**src/rtl/alu_mul_seq_if.sv**
```systemverilog
// Request/result handshake plus shared-ALU port bundle for alu_mul_seq.
// slave = multiplier side, master = requester/ALU side.
interface alu_mul_seq_if;
  logic        start;
  logic [15:0] opA;
  logic [15:0] opB;
  logic        busy;
  logic        done;
  logic [15:0] product;
  logic        ovf;
  logic [3:0]  alu_op;
  logic [15:0] alu_a;
  logic [15:0] alu_b;
  logic [15:0] alu_result;
  logic [3:0]  alu_cc;

  modport slave (
    input  start, opA, opB, alu_result, alu_cc,
    output busy, done, product, ovf, alu_op, alu_a, alu_b
  );

  modport master (
    output start, opA, opB, alu_result, alu_cc,
    input  busy, done, product, ovf, alu_op, alu_a, alu_b
  );
endinterface

```
**src/rtl/alu_mul_seq.sv**
```systemverilog
// Sequential 16x16 shift-and-add multiplier that borrows an external ALU
// for each add and shift step; low 16 product bits plus overflow flag.
module alu_mul_seq #(
  parameter logic [3:0] OP_ADD  = 4'b0001,
  parameter logic [3:0] OP_SHL  = 4'b0011,
  parameter logic [3:0] OP_IDLE = 4'b0000
) (
  input logic         clk,
  input logic         reset,
  alu_mul_seq_if.slave bus
);

  typedef enum logic [1:0] {IDLE, ADD, SHIFT, DONE} state_t;

  state_t      state_q, state_d;
  logic [15:0] acc_q, acc_d;
  logic [15:0] mcand_q, mcand_d;
  logic [15:0] mplier_q, mplier_d;
  logic        ovf_acc_q, ovf_acc_d;
  logic [15:0] product_q, product_d;
  logic        ovf_q, ovf_d;
  logic        busy_q, busy_d;
  logic        done_q, done_d;
  logic        unused_cc;

  assign unused_cc = ^{bus.alu_cc[3:2], bus.alu_cc[0]};

  always_comb begin
    bus.alu_op = OP_IDLE;
    bus.alu_a  = '0;
    bus.alu_b  = '0;
    case (state_q)
      ADD: begin
        bus.alu_op = OP_ADD;
        bus.alu_a  = acc_q;
        bus.alu_b  = mcand_q;
      end
      SHIFT: begin
        bus.alu_op = OP_SHL;
        bus.alu_a  = 16'd1;
        bus.alu_b  = mcand_q;
      end
      default: ;
    endcase
  end

  always_comb begin
    state_d   = state_q;
    acc_d     = acc_q;
    mcand_d   = mcand_q;
    mplier_d  = mplier_q;
    ovf_acc_d = ovf_acc_q;
    product_d = product_q;
    ovf_d     = ovf_q;
    case (state_q)
      IDLE: begin
        if (bus.start) begin
          acc_d     = '0;
          mcand_d   = bus.opA;
          mplier_d  = bus.opB;
          ovf_acc_d = 1'b0;
          if (bus.opB == 16'd0)   state_d = DONE;
          else if (bus.opB[0])    state_d = ADD;
          else                    state_d = SHIFT;
        end
      end
      ADD: begin
        acc_d     = bus.alu_result;
        ovf_acc_d = ovf_acc_q | bus.alu_cc[1];
        state_d   = (mplier_q[15:1] == 15'd0) ? DONE : SHIFT;
      end
      SHIFT: begin
        // Next-state decode looks at the pre-shift multiplier, so bit 1 is
        // the bit that lands in position 0 after this shift.
        mcand_d   = bus.alu_result;
        mplier_d  = mplier_q >> 1;
        ovf_acc_d = ovf_acc_q | mcand_q[15];
        if (mplier_q[15:1] == 15'd0) state_d = DONE;
        else if (mplier_q[1])        state_d = ADD;
        else                         state_d = SHIFT;
      end
      DONE: state_d = IDLE;
      default: state_d = IDLE;
    endcase
    // Visible results only change on DONE entry and hold until the next one.
    if (state_d == DONE && state_q != DONE) begin
      product_d = acc_d;
      ovf_d     = ovf_acc_d;
    end
    busy_d = (state_d != IDLE);
    done_d = (state_d == DONE);
  end

  always_ff @(posedge clk) begin
    if (reset) begin
      state_q   <= IDLE;
      acc_q     <= '0;
      mcand_q   <= '0;
      mplier_q  <= '0;
      ovf_acc_q <= 1'b0;
      product_q <= '0;
      ovf_q     <= 1'b0;
      busy_q    <= 1'b0;
      done_q    <= 1'b0;
    end else begin
      state_q   <= state_d;
      acc_q     <= acc_d;
      mcand_q   <= mcand_d;
      mplier_q  <= mplier_d;
      ovf_acc_q <= ovf_acc_d;
      product_q <= product_d;
      ovf_q     <= ovf_d;
      busy_q    <= busy_d;
      done_q    <= done_d;
    end
  end

  assign bus.busy    = busy_q;
  assign bus.done    = done_q;
  assign bus.product = product_q;
  assign bus.ovf     = ovf_q;

endmodule

```
**src/flat_wrapper.sv**
```systemverilog
// flat-port wrapper written by rule: the top's interface ports become plain ports
module alu_mul_seq_flat 
#(
  parameter logic [3:0] OP_ADD  = 4'b0001,
  parameter logic [3:0] OP_SHL  = 4'b0011,
  parameter logic [3:0] OP_IDLE = 4'b0000
)
  (clk, reset, bus_start, bus_opA, bus_opB, bus_alu_result, bus_alu_cc, bus_busy, bus_done, bus_product, bus_ovf, bus_alu_op, bus_alu_a, bus_alu_b);
  alu_mul_seq_if bus_i ();
  input logic clk;
  input logic reset;
  input wire logic [$bits(bus_i.start)-1:0] bus_start;
  input wire logic [$bits(bus_i.opA)-1:0] bus_opA;
  input wire logic [$bits(bus_i.opB)-1:0] bus_opB;
  input wire logic [$bits(bus_i.alu_result)-1:0] bus_alu_result;
  input wire logic [$bits(bus_i.alu_cc)-1:0] bus_alu_cc;
  output wire logic [$bits(bus_i.busy)-1:0] bus_busy;
  output wire logic [$bits(bus_i.done)-1:0] bus_done;
  output wire logic [$bits(bus_i.product)-1:0] bus_product;
  output wire logic [$bits(bus_i.ovf)-1:0] bus_ovf;
  output wire logic [$bits(bus_i.alu_op)-1:0] bus_alu_op;
  output wire logic [$bits(bus_i.alu_a)-1:0] bus_alu_a;
  output wire logic [$bits(bus_i.alu_b)-1:0] bus_alu_b;
  assign bus_i.start = bus_start;
  assign bus_i.opA = bus_opA;
  assign bus_i.opB = bus_opB;
  assign bus_i.alu_result = bus_alu_result;
  assign bus_i.alu_cc = bus_alu_cc;
  assign bus_busy = bus_i.busy;
  assign bus_done = bus_i.done;
  assign bus_product = bus_i.product;
  assign bus_ovf = bus_i.ovf;
  assign bus_alu_op = bus_i.alu_op;
  assign bus_alu_a = bus_i.alu_a;
  assign bus_alu_b = bus_i.alu_b;
  alu_mul_seq #(.OP_ADD(OP_ADD), .OP_SHL(OP_SHL), .OP_IDLE(OP_IDLE)) u_core (.clk(clk), .reset(reset), .bus(bus_i));
endmodule
```
**config.mk**
```make
export PLATFORM = sky130hd
export DESIGN_NAME = alu_mul_seq_flat
export DESIGN_NICKNAME = d
export VERILOG_FILES = /design/src/rtl/alu_mul_seq_if.sv /design/src/rtl/alu_mul_seq.sv /design/src/flat_wrapper.sv
export SDC_FILE = /design/constraint.sdc
export NUM_CORES = 1
export LEC_CHECK = 0
export ABC_AREA = 0
export CORE_MARGIN = 2
export CORE_UTILIZATION = 28
export DETAILED_ROUTE_END_ITERATION = 16
export DONT_BUFFER_PORTS = 1
export SETUP_SLACK_MARGIN = 0.2
export SLEW_MARGIN = 0
export SYNTH_ARGS = -nofsm -noshare
export SYNTH_HDL_FRONTEND = slang
export SYNTH_SLANG_ARGS = --single-unit
```
**constraint.sdc**
```tcl
create_clock -name clk -period 6.15 [get_ports clk]
set_input_delay 0.9225 -clock clk [delete_from_list [all_inputs] [get_ports clk]]
set_output_delay 0.9225 -clock clk [all_outputs]
set_load 0.05 [all_outputs]
```
==> impl_results.rst, run 1 <==
.. list-table::
   :header-rows: 1

   * - Metric
     - Value
   * - Run status
     - complete, no violations
   * - Summed area of non-filler cells in the final layout
     - between 0.003 and 0.004 mm²
   * - Detailed-routed wire length on met2
     - approximately 3800 µm
   * - Area after DPL
     - approximately 0.0032 mm²
   * - Antenna cells
     - 0
   * - Ports placed on the boundary
     - 110
   * - Final critical path time including I/O delays and setup
     - 3680 ps
   * - Fin crit share
     - 0.599
   * - Clock latency on the worst-skew pair
     - around 340 ps
   * - Power density over the cells
     - 416 mW/mm²
   * - Mux cell area share after synthesis
     - 0.180
   * - Kind of capture point of the worst setup path
     - primary output
   * - Maximum number of pins on one net before global-route repair
     - 69
   * - Antenna violations before repair
     - 0
   * - GRT Resource Usage Total
     - 0.137
   * - Area of combinational cells with multiple inputs
     - between 0.0015 and 0.002 mm²
   * - Register clock-pin slew on the reported worst setup and hold paths
     - about 60 ps
   * - Global-route wire length before repair
     - ~12,000 µm
   * - GPL Wtd Cong
     - between 0.6 and 0.7
   * - Worst slew margin
     - 0.279
   * - Via count
     - roughly 2.3k
   * - Compound-Gate Fraction of Synth Area
     - 0.132
   * - Number of different library cells in the post-synthesis netlist
     - 30
   * - Area occupied by registers
     - between 0.001 and 0.0015 mm²
   * - Wire per inst
     - 18.0 µm
   * - Initial DRT Pass Iterations
     - 4
   * - Routed met1 length
     - around 3600 µm
   * - Antenna viol nets, final
     - 0
   * - Number of rows created at floorplan
     - 38
   * - DRC violation count after routing
     - 0
   * - Area inside the core boundary
     - 0.0109 mm²
   * - Die area
     - 0.0122 mm²
   * - Setup Fix Bufs, Post-CTS
     - 0
   * - Post-synthesis simple-gate area fraction
     - 0.187
   * - Library cell occupying the most area in the post-synthesis netlist
     - sky130_fd_sc_hd__dfxtp_1
   * - Classification of the worst-slack hold path
     - flop to flop
   * - Cell count after synthesis
     - about 330
   * - Maximum Capacitance Violations
     - 0
   * - Worst-path fanout max
     - 22
   * - Layout cells sized above 1
     - 0.100
   * - Startpoint of the most critical hold path
     - u_core.mcand_q[13]
   * - Clk_skew
     - 3.72 ps
   * - Xor/xnor cell area share of the yosys netlist
     - 0
   * - R2r startpoint
     - u_core.state_q[0]
   * - Initial core utilization
     - 0.289
   * - IR drop worst, VDD
     - roughly 0.15 mV
   * - Type of the worst setup path
     - flop to primary output
   * - Synthesized cell area
     - around 0.0032 mm²
   * - Clock Path Buffers
     - 2
   * - Vertical die dimension
     - 110 µm
   * - Root Driver
     - sky130_fd_sc_hd__clkbuf_16
   * - Post-layout util
     - 0.328
   * - Overflow after GRT
     - 0
   * - Unrepaired setup endpoints after global routing
     - false
   * - Adder-cell share of the synthesized area
     - 0.0158
   * - Clock buffer count from CTS
     - 9
   * - Required time reported for the critical path endpoint
     - 5230 ps
   * - Die Span X
     - 110 µm
   * - Data arrival time of the critical path
     - ~2800 ps
   * - CTS tree
     - yes
   * - Setup TNS
     - 0 ps
   * - Cell types occupying the most area after synthesis
     - sky130_fd_sc_hd__dfxtp_1 44%, sky130_fd_sc_hd__mux2i_1 10%, sky130_fd_sc_hd__a211oi_1 7.1%, sky130_fd_sc_hd__and2_1 6.3%, sky130_fd_sc_hd__nor2_1 6.1%
   * - Fillcell total
     - around 1.1k
   * - Final setup violating endpoints
     - 0
   * - First-iteration detailed-routing DRC count
     - 133
   * - Final routed wirelength across all metal layers
     - slightly above 8000 µm
   * - Standby leakage power
     - between 1 and 1.5 nW
   * - Number of H-tree levels
     - 3
   * - Max Used Layer
     - met4
   * - Worst setup path startpoint
     - u_core.state_q[0]
   * - Area fraction of the dominant cell type after synthesis
     - 0.437
   * - Nets
     - roughly 370
   * - Fmax
     - between 200 and 300 MHz
   * - Hold_ws
     - between 400 and 500 ps
   * - Vias in the first global route
     - 2,222
   * - Worst Setup Start Kind
     - flop
   * - Synth-to-layout area growth
     - 13.6%
   * - Combinational family with the most area after synthesis
     - simple AND/OR/NAND/NOR gates
   * - Port-buffer cells
     - 0
   * - Clk sink count
     - 69
   * - Hold_buf cts
     - 0
   * - Register bit total from synthesis
     - 69
   * - Final Max Slew Viols
     - 0
   * - DP Wirelength
     - just under 6000 µm
   * - Final hold violations
     - 0
   * - Average via count per standard cell
     - between 4 and 5
   * - Average cell area after synthesis
     - 9.61 µm²
   * - Portion of the post-synthesis area used by sequential elements
     - 0.437
   * - Worst-Margin Slew
     - between 1000 and 1500 ps
   * - Post-CTS Resized
     - 0
   * - Total length of routed met3 wires
     - just under 600 µm
   * - Yosys warns
     - 0
-- cells by family after synthesis --
kind of cell / count (synthesis)
AOI/OAI and AO/OA: 57
other: 1
adders and majority gates: 4
buffers and inverters: 32
and+or+nand+nor: 115
DFF: 69
muxes: 51
-- metal layers --
metal / GRT usage / vias to the layer above
li1: - / 1127
met1: 0.169 / 1043
met2: 0.206 / 66
met3: 0.0547 / 19
met4: 0.0723 / 0
met5: 0 / -
-- sequential cells by signal (all words and copies together) (netlist names) --
| signal | count |
|---|---|
| u_core.acc_q | 16 |
| u_core.bus.product | 16 |
| u_core.mcand_q | 16 |
| u_core.mplier_q | 15 |
| u_core.state_q | 2 |
| u_core.bus.busy | 1 |
| u_core.bus.done | 1 |
| u_core.bus.ovf | 1 |
| u_core.ovf_acc_q | 1 |
-- power by group --
group          switching, mW  total, mW  leakage, nW  internal [mW]
clock network          0.198      0.634        0.175          0.435
logic                  0.206      0.310        0.627          0.103
registers             0.0506      0.550        0.565          0.500
-- synth_stat cells --
library cell and instances:
sky130_fd_sc_hd__a211oi_1 30, sky130_fd_sc_hd__a21oi_1 3, sky130_fd_sc_hd__a22oi_1 16, sky130_fd_sc_hd__a41oi_1 2, sky130_fd_sc_hd__and2_1 32, sky130_fd_sc_hd__buf_1 3
sky130_fd_sc_hd__buf_2 1, sky130_fd_sc_hd__buf_4 2, sky130_fd_sc_hd__buf_6 1, sky130_fd_sc_hd__buf_8 1, sky130_fd_sc_hd__clkbuf_1 21, sky130_fd_sc_hd__conb_1 1
sky130_fd_sc_hd__dfxtp_1 69, sky130_fd_sc_hd__ha_1 4, sky130_fd_sc_hd__inv_1 3, sky130_fd_sc_hd__mux2_1 7, sky130_fd_sc_hd__mux2_2 1, sky130_fd_sc_hd__mux2_4 10
sky130_fd_sc_hd__mux2i_1 33, sky130_fd_sc_hd__nand2b_1 1, sky130_fd_sc_hd__nor2_1 51, sky130_fd_sc_hd__nor2b_1 21, sky130_fd_sc_hd__nor3_1 1, sky130_fd_sc_hd__nor4_1 7
sky130_fd_sc_hd__o211ai_1 1, sky130_fd_sc_hd__o21ai_0 3, sky130_fd_sc_hd__o31ai_1 1, sky130_fd_sc_hd__o32a_1 1, sky130_fd_sc_hd__or2_2 1, sky130_fd_sc_hd__or3_1 1
-- cells in the final DEF, fill, tap and decap left out, drive strengths merged, types with 7 or more instances in the layout --
master / n
and2: 32
nor2: 51
dfxtp: 69
clkbuf: 9
mux2: 18
a22oi: 16
mux2i: 33
nor2b: 21
nor4: 7
a211oi: 30
-- worst max-delay path, cell delays in order, from the launching register on --
cell and delay, ps:
sky130_fd_sc_hd__dfxtp_1 330, sky130_fd_sc_hd__inv_1 90, sky130_fd_sc_hd__ha_2 620, sky130_fd_sc_hd__buf_4 490, sky130_fd_sc_hd__a21oi_1 70, sky130_fd_sc_hd__nor2b_1 810
-- final cells by class --
class | instances | area share
multi-input combinational | 229 | 0.456
sequential | 69 | 0.385
inverter | 3 | 0.00313
tap | 140 | 0.0488
clock inverter | 7 | 0.0383
clock buffer | 9 | 0.0627
timing repair buffer | 3 | 0.00627
-- metrics by stage --
| stage | std cells | power [mW] | worst slack [ps] |
|---|---|---|---|
| 2_1_floorplan | 330 | 0.830 | 2850 |
| 3_3_place_gp | 444 | 0.867 | 2800 |
| 3_5_place_dp | 444 | 0.875 | 2740 |
| 4_1_cts | 460 | 1.51 | 2400 |
| 5_1_grt | 460 | 1.56 | 2280 |
| 6_report | 460 | 1.49 | 2470 |
-- path summary, 6_finish.rpt --
path,endpoint,depth (start not counted),slack (ps)
max,bus_alu_a[0],5,2470
min reg2reg,u_core.mcand_q[13],2,490
max reg2reg,u_core.bus.product[5],7,2800
min,u_core.mcand_q[13],2,490
Power figures use the tool's default switching activity.
==> run 2, diff against run 1 <==
==> constraint.sdc (replaced) <==
create_clock -name clk -period 3.05 [get_ports clk]
set_input_delay 0.4575 -clock clk [delete_from_list [all_inputs] [get_ports clk]]
set_output_delay 0.4575 -clock clk [all_outputs]
set_load 0.05 [all_outputs]
==> run 2 against run 1 <==
Sequential share of layout area hardly changed. Utilization about the same. Combinational power up 110%. Register-to-register slack got worse by 2100 ps. Clock-buffer cell count stayed put. Sequential cell count unchanged. Sequential power rose by 100%. Clock skew up 2.7 ps. First-iteration DRC count grew 26%. Die area is the same. Critical path depth down 2. Setup slack got worse by 1800 ps.
==> impl_results.rst, run 2 (synthesis results as in run 1) <==
.. list-table::
   :header-rows: 1

   * - Metric
     - Value
   * - Run status
     - complete, no violations
   * - Max Used Layer
     - met4
   * - Area inside the core boundary
     - around 0.011 mm²
   * - Setup TNS
     - 0 ps
   * - Clk sink count
     - 69
   * - Global-route wire length before repair
     - ~12,000 µm
   * - Setup Fix Bufs, Post-CTS
     - 0
   * - Initial core utilization
     - 0.289
   * - Vias in the first global route
     - between 2k and 2.5k
   * - DP Wirelength
     - around 5800 µm
   * - First-iteration detailed-routing DRC count
     - around 170
   * - Maximum number of pins on one net before global-route repair
     - 69
   * - Clock latency on the worst-skew pair
     - approximately 320 ps
   * - Die area
     - 0.0122 mm²
   * - Classification of the worst-slack hold path
     - primary input to flop
   * - Final non-filler cell total
     - around 470
   * - Power density over the cells
     - ~780 mW/mm²
   * - Wire per inst
     - between 15 and 20 µm
   * - Fin crit share
     - 0.796
   * - Port-buffer cells
     - 0
   * - Final routed wirelength across all metal layers
     - roughly 8000 µm
   * - DRC violation count after routing
     - 0
   * - Total length of routed met3 wires
     - about 560 µm
   * - Layout cells sized above 1
     - 0.114
   * - Worst-path fanout max
     - 19
   * - Most common library cell in the layout ignoring fill and taps
     - sky130_fd_sc_hd__dfxtp_1
   * - Worst slew margin
     - 0.628
   * - Antenna cells
     - 0
   * - Initial DRT Pass Iterations
     - 4
   * - Standby leakage power
     - 1.37 nW
   * - Detailed-routed wire length on met2
     - 3790 µm
   * - Summed area of non-filler cells in the final layout
     - approximately 0.0036 mm²
   * - Data arrival time of the critical path
     - 1970 ps
   * - Number of rows created at floorplan
     - 38
   * - Area after DPL
     - approximately 0.0033 mm²
   * - Via count
     - 2,319
   * - Number of H-tree levels
     - 3
   * - Nets
     - around 380
   * - Root Driver
     - sky130_fd_sc_hd__clkbuf_16
   * - CTS tree
     - yes
   * - Slowest cell on crit path
     - sky130_fd_sc_hd__ha_1
   * - Worst Setup Start Kind
     - flop
   * - Post-CTS Resized
     - 0
   * - Final hold violations
     - 0
   * - Worst-Margin Slew
     - ~560 ps
   * - Routed met1 length
     - about 3500 µm
   * - Vertical die dimension
     - 110 µm
   * - Final setup violating endpoints
     - 0
   * - Maximum Capacitance Violations
     - 0
   * - Required time reported for the critical path endpoint
     - between 2000 and 3000 ps
   * - Register clock-pin slew on the reported worst setup and hold paths
     - 60 ps
   * - Clock buffer count from CTS
     - 9
   * - Number of placed cells counting well taps
     - about 450
   * - Fmax
     - around 410 MHz
   * - Antenna violations before repair
     - 0
   * - GPL Wtd Cong
     - 0.717
   * - Average via count per standard cell
     - between 4 and 5
   * - Fillcell total
     - 1,136
   * - Commonest cells after routing, fill and taps aside
     - 69 x sky130_fd_sc_hd__dfxtp_1, 51 x sky130_fd_sc_hd__nor2_1, 33 x sky130_fd_sc_hd__mux2i_1
   * - Final Max Slew Viols
     - 0
   * - Cell breakdown of the critical path
     - inv_1, ha_1, and2_1
   * - Final critical path time including I/O delays and setup
     - ~2400 ps
   * - Crit path buffers/inverters
     - 1
   * - Kind of capture point of the worst setup path
     - primary output
   * - Synth-to-layout area growth
     - 13.5%
   * - Unrepaired setup endpoints after global routing
     - false
   * - Hold_buf cts
     - 0
   * - Die Span X
     - approximately 110 µm
   * - Critical Path Max Stage Delay
     - 650 ps
   * - IR drop worst, VDD
     - ~0.28 mV
   * - Overflow after GRT
     - 0
   * - Clock Path Buffers
     - 2
   * - GRT Resource Usage Total
     - 0.133
   * - Clk_skew
     - 6.47 ps
   * - Antenna viol nets, final
     - 0
   * - Delay-heaviest family, CP
     - adder cells
   * - Type of the worst setup path
     - flop to primary output
   * - Ports placed on the boundary
     - between 100 and 150
==> run 2: where the power goes <==
| group | internal (mW) | switching [mW] |
|---|---|---|
| logic | 0.226 | 0.420 |
| clock network | 0.645 | 0.415 |
| registers | 1.01 | 0.101 |
==> run 2: through the flow <==
step	setup WS, ps	hold slack (ps)	total power [mW]	util
finish	624	210	2.81	0.328
global placement	661	479	1.76	0.300
detailed placement	709	485	1.78	0.300
CTS	579	196	2.86	0.328
global route	491	194	2.97	0.328
floorplan	219	469	1.67	-
==> run 2: area by class of cell <==
type / count / area [µm²] / area share
multi-input combinational: 229 / 1640 / 0.457
sequential: 69 / 1380 / 0.385
clock buffer: 9 / 225 / 0.0628
tap: 140 / 175 / 0.0488
clock inverter: 7 / 83.8 / 0.0234
timing repair buffer: 8 / 72.6 / 0.0202
inverter: 3 / 11.3 / 0.00314
==> run 2: metal layers <==
metal  track usage  vias up
met2         0.207       73
met4        0.0473        0
met1         0.172     1096
li1              -     1141
met5             0        -
met3        0.0423        9
==> run 2: final timing paths <==
| check | from | to | slack (ps) | cells past startpoint |
|---|---|---|---|---|
| worst max-delay path | u_core.state_q[0] | bus_alu_b[4] | 620 | 3 |
| worst min-delay path | reset | u_core.acc_q[1] | 210 | 1 |
| worst max register to register | u_core.mplier_q[4] | u_core.bus.product[14] | 750 | 6 |
| worst min register to register | u_core.mcand_q[12] | u_core.mcand_q[12] | 490 | 2 |
==> run 2: worst reg2reg max path, cell delays in order, from the launching register on <==
cell and delay [ps]:
sky130_fd_sc_hd__dfxtp_1 330, sky130_fd_sc_hd__nor4_1 330, sky130_fd_sc_hd__a41oi_1 170, sky130_fd_sc_hd__o32a_1 410, sky130_fd_sc_hd__or3_1 360, sky130_fd_sc_hd__buf_4 240
sky130_fd_sc_hd__mux2_1 350
==> run 3, diff against run 2 <==
==> constraint.sdc (replaced) <==
create_clock -name clk -period 2.2 [get_ports clk]
set_input_delay 0.33 -clock clk [delete_from_list [all_inputs] [get_ports clk]]
set_output_delay 0.33 -clock clk [all_outputs]
set_load 0.05 [all_outputs]
==> run 3 against run 2 <==
Setup slack got worse by 580 ps. First-iteration DRC count fell by 54%. Power up 59%. Utilization increased by 8.7 points. Critical path type is now flop to flop. Non-clock buffer count is 45 higher.
==> impl_results.rst, run 3 (synthesis results as in run 1) <==
.. list-table::
   :header-rows: 1

   * - Metric
     - Value
   * - Run status
     - complete, no violations
   * - Initial core utilization
     - 0.289
   * - Vias in the first global route
     - between 2k and 3k
   * - Area inside the core boundary
     - 0.0109 mm²
   * - Power, Total
     - around 4.5 mW
   * - Final hold violations
     - 0
   * - Die Span X
     - 110 µm
   * - GPL Wtd Cong
     - between 0.7 and 0.8
   * - Average via count per standard cell
     - around 4.9
   * - Maximum number of pins on one net before global-route repair
     - between 60 and 70
   * - Startpoint of the most critical hold path
     - reset
   * - Antenna violations before repair
     - 0
   * - Crit path buffers/inverters
     - 1
   * - Final critical path time including I/O delays and setup
     - 2150 ps
   * - Standby leakage power
     - ~1.8 nW
   * - Nets
     - between 400 and 500
   * - Fin crit share
     - 0.979
   * - Initial DRT Pass Iterations
     - 4
   * - Hold_buf cts
     - 0
   * - Global-route met3 utilization
     - 0.0517
   * - Via count
     - ~2.5k
   * - Worst setup path startpoint
     - u_core.mplier_q[4]
   * - Area after DPL
     - ~0.004 mm²
   * - Clock latency on the worst-skew pair
     - around 330 ps
   * - Slowest cell on crit path
     - sky130_fd_sc_hd__or3_4
   * - Commonest cells after routing, fill and taps aside
     - 63 x sky130_fd_sc_hd__dfxtp_1, 51 x sky130_fd_sc_hd__nor2_1, 35 x sky130_fd_sc_hd__buf_12
   * - Fmax
     - ~460 MHz
   * - Synth-to-layout area growth
     - 43.7%
   * - Critical Path Max Stage Delay
     - between 400 and 500 ps
   * - Worst setup margin
     - 46.6 ps
   * - Required time reported for the critical path endpoint
     - ~2400 ps
   * - Layout cells sized above 1
     - 0.284
   * - Ports placed on the boundary
     - between 100 and 150
   * - Highest-utilization routing layer at the global route stage
     - met2
   * - Data arrival time of the critical path
     - 2370 ps
   * - Classification of the worst-slack hold path
     - primary input to flop
   * - Clk sink count
     - just under 70
   * - Power density over the cells
     - a little under 1000 mW/mm²
   * - Worst-path fanout max
     - 8
   * - Antenna viol nets, final
     - 0
   * - Post-layout util
     - 0.416
   * - Overflow after GRT
     - 0
   * - Met1 track utilization from global routing
     - 0.190
   * - CTS tree
     - yes
   * - Met2 Resource Use GR
     - 0.220
   * - Most common library cell in the layout ignoring fill and taps
     - sky130_fd_sc_hd__dfxtp_1
   * - Wire per inst
     - between 15 and 20 µm
   * - Unrepaired setup endpoints after global routing
     - true
   * - Clock Path Buffers
     - 2
   * - Final routed wirelength across all metal layers
     - about 8900 µm
   * - Root Driver
     - sky130_fd_sc_hd__clkbuf_16
   * - Setup TNS
     - 0 ps
   * - Maximum Capacitance Violations
     - 0
   * - Worst slew margin
     - 0.640
   * - Final Max Slew Viols
     - 0
   * - First-iteration detailed-routing DRC count
     - between 70 and 80
   * - Placement Setup Slack
     - -12.2 ps
   * - Cell breakdown of the critical path
     - nor4_4, a41oi_2, o32a_1, or3_4, clkbuf_16, mux2_4
   * - Delay-heaviest family, CP
     - simple AND/OR/NAND/NOR gates
   * - Antenna cells
     - 0
   * - Number of rows created at floorplan
     - 38
   * - IR drop worst, VDD
     - around 0.41 mV
   * - Port-buffer cells
     - 0
   * - Worst-Margin Slew
     - 539 ps
   * - Vertical die dimension
     - around 110 µm
   * - R2r startpoint
     - u_core.mplier_q[4]
   * - Clock buffer count from CTS
     - 9
   * - Register clock-pin slew on the reported worst setup and hold paths
     - about 60 ps
   * - Number of H-tree levels
     - 3
   * - Clk_skew
     - a little under 5 ps
   * - Die area
     - roughly 0.012 mm²
   * - DP Wirelength
     - between 6000 and 7000 µm
   * - Summed area of non-filler cells in the final layout
     - roughly 0.0045 mm²
   * - Type of the worst setup path
     - flop to flop
   * - Fillcell total
     - between 1k and 1.5k
   * - Worst Setup Start Kind
     - flop
   * - Global-route wire length before repair
     - between 10,000 and 15,000 µm
   * - Kind of capture point of the worst setup path
     - flop
   * - GRT Resource Usage Total
     - 0.145
   * - DRC violation count after routing
     - 0
   * - Final setup violating endpoints
     - 0
run 3: cell types whose count changed in the layout (fill, tap and decap cells not counted), sizes merged:
cell      before  now
clkbuf         9   15
clkinv         3    1
bufinv         1    2
clkinvlp       1    0
inv            5    3
buf            8   51
run 3: per-stage QoR:
step / cells / hold WS [ps]
5_1_grt: 510 / 68.4
6_report: 510 / 81.1
4_1_cts: 506 / 57.0
3_5_place_dp: 489 / 407
2_1_floorplan: 330 / 469
3_3_place_gp: 489 / 407
run 3: per-layer routing:
layer  part of all wire  vias to the layer above
met5                  0                        -
met1               0.44                     1180
met4              0.016                        0
li1                   -                     1222
met3              0.061                       13
met2               0.48                       63
run 3: cell type report:
cell class	count	area, µm²	area share
clock buffers	13	280	0.0617
clock inverters	3	65.1	0.0143
flip-flops and latches	69	1390	0.306
inverters	3	11.3	0.00248
multi-input cells	229	1750	0.385
repair buffers	53	875	0.192
well taps	140	175	0.0385
run 3: worst paths after layout:
path                        to  slack (ps)  depth (start not counted)
min reg2reg  u_core.mcand_q[5]         490                          2
max reg2reg     u_core.bus.ovf          50                          6
max             u_core.bus.ovf          50                          6
min          u_core.state_q[0]          80                          1
run 3: what timing repair did:
| action | in CTS | in global routing |
|---|---|---|
| setup endpoints to repair | 47 | 48 |
| buffers inserted | 1 | 2 |
| pin swaps | 0 | 0 |
| resized for setup | 6 | 21 |
| gates cloned | 0 | 2 |
run 3: power breakdown:
group | total (mW) | switching [mW] | internal [mW]
Sequential | 1.56 | 0.160 | 1.40
Clock | 1.64 | 0.524 | 1.11
Combinational | 1.26 | 0.666 | 0.598
Total | 4.46 | 1.35 | 3.11
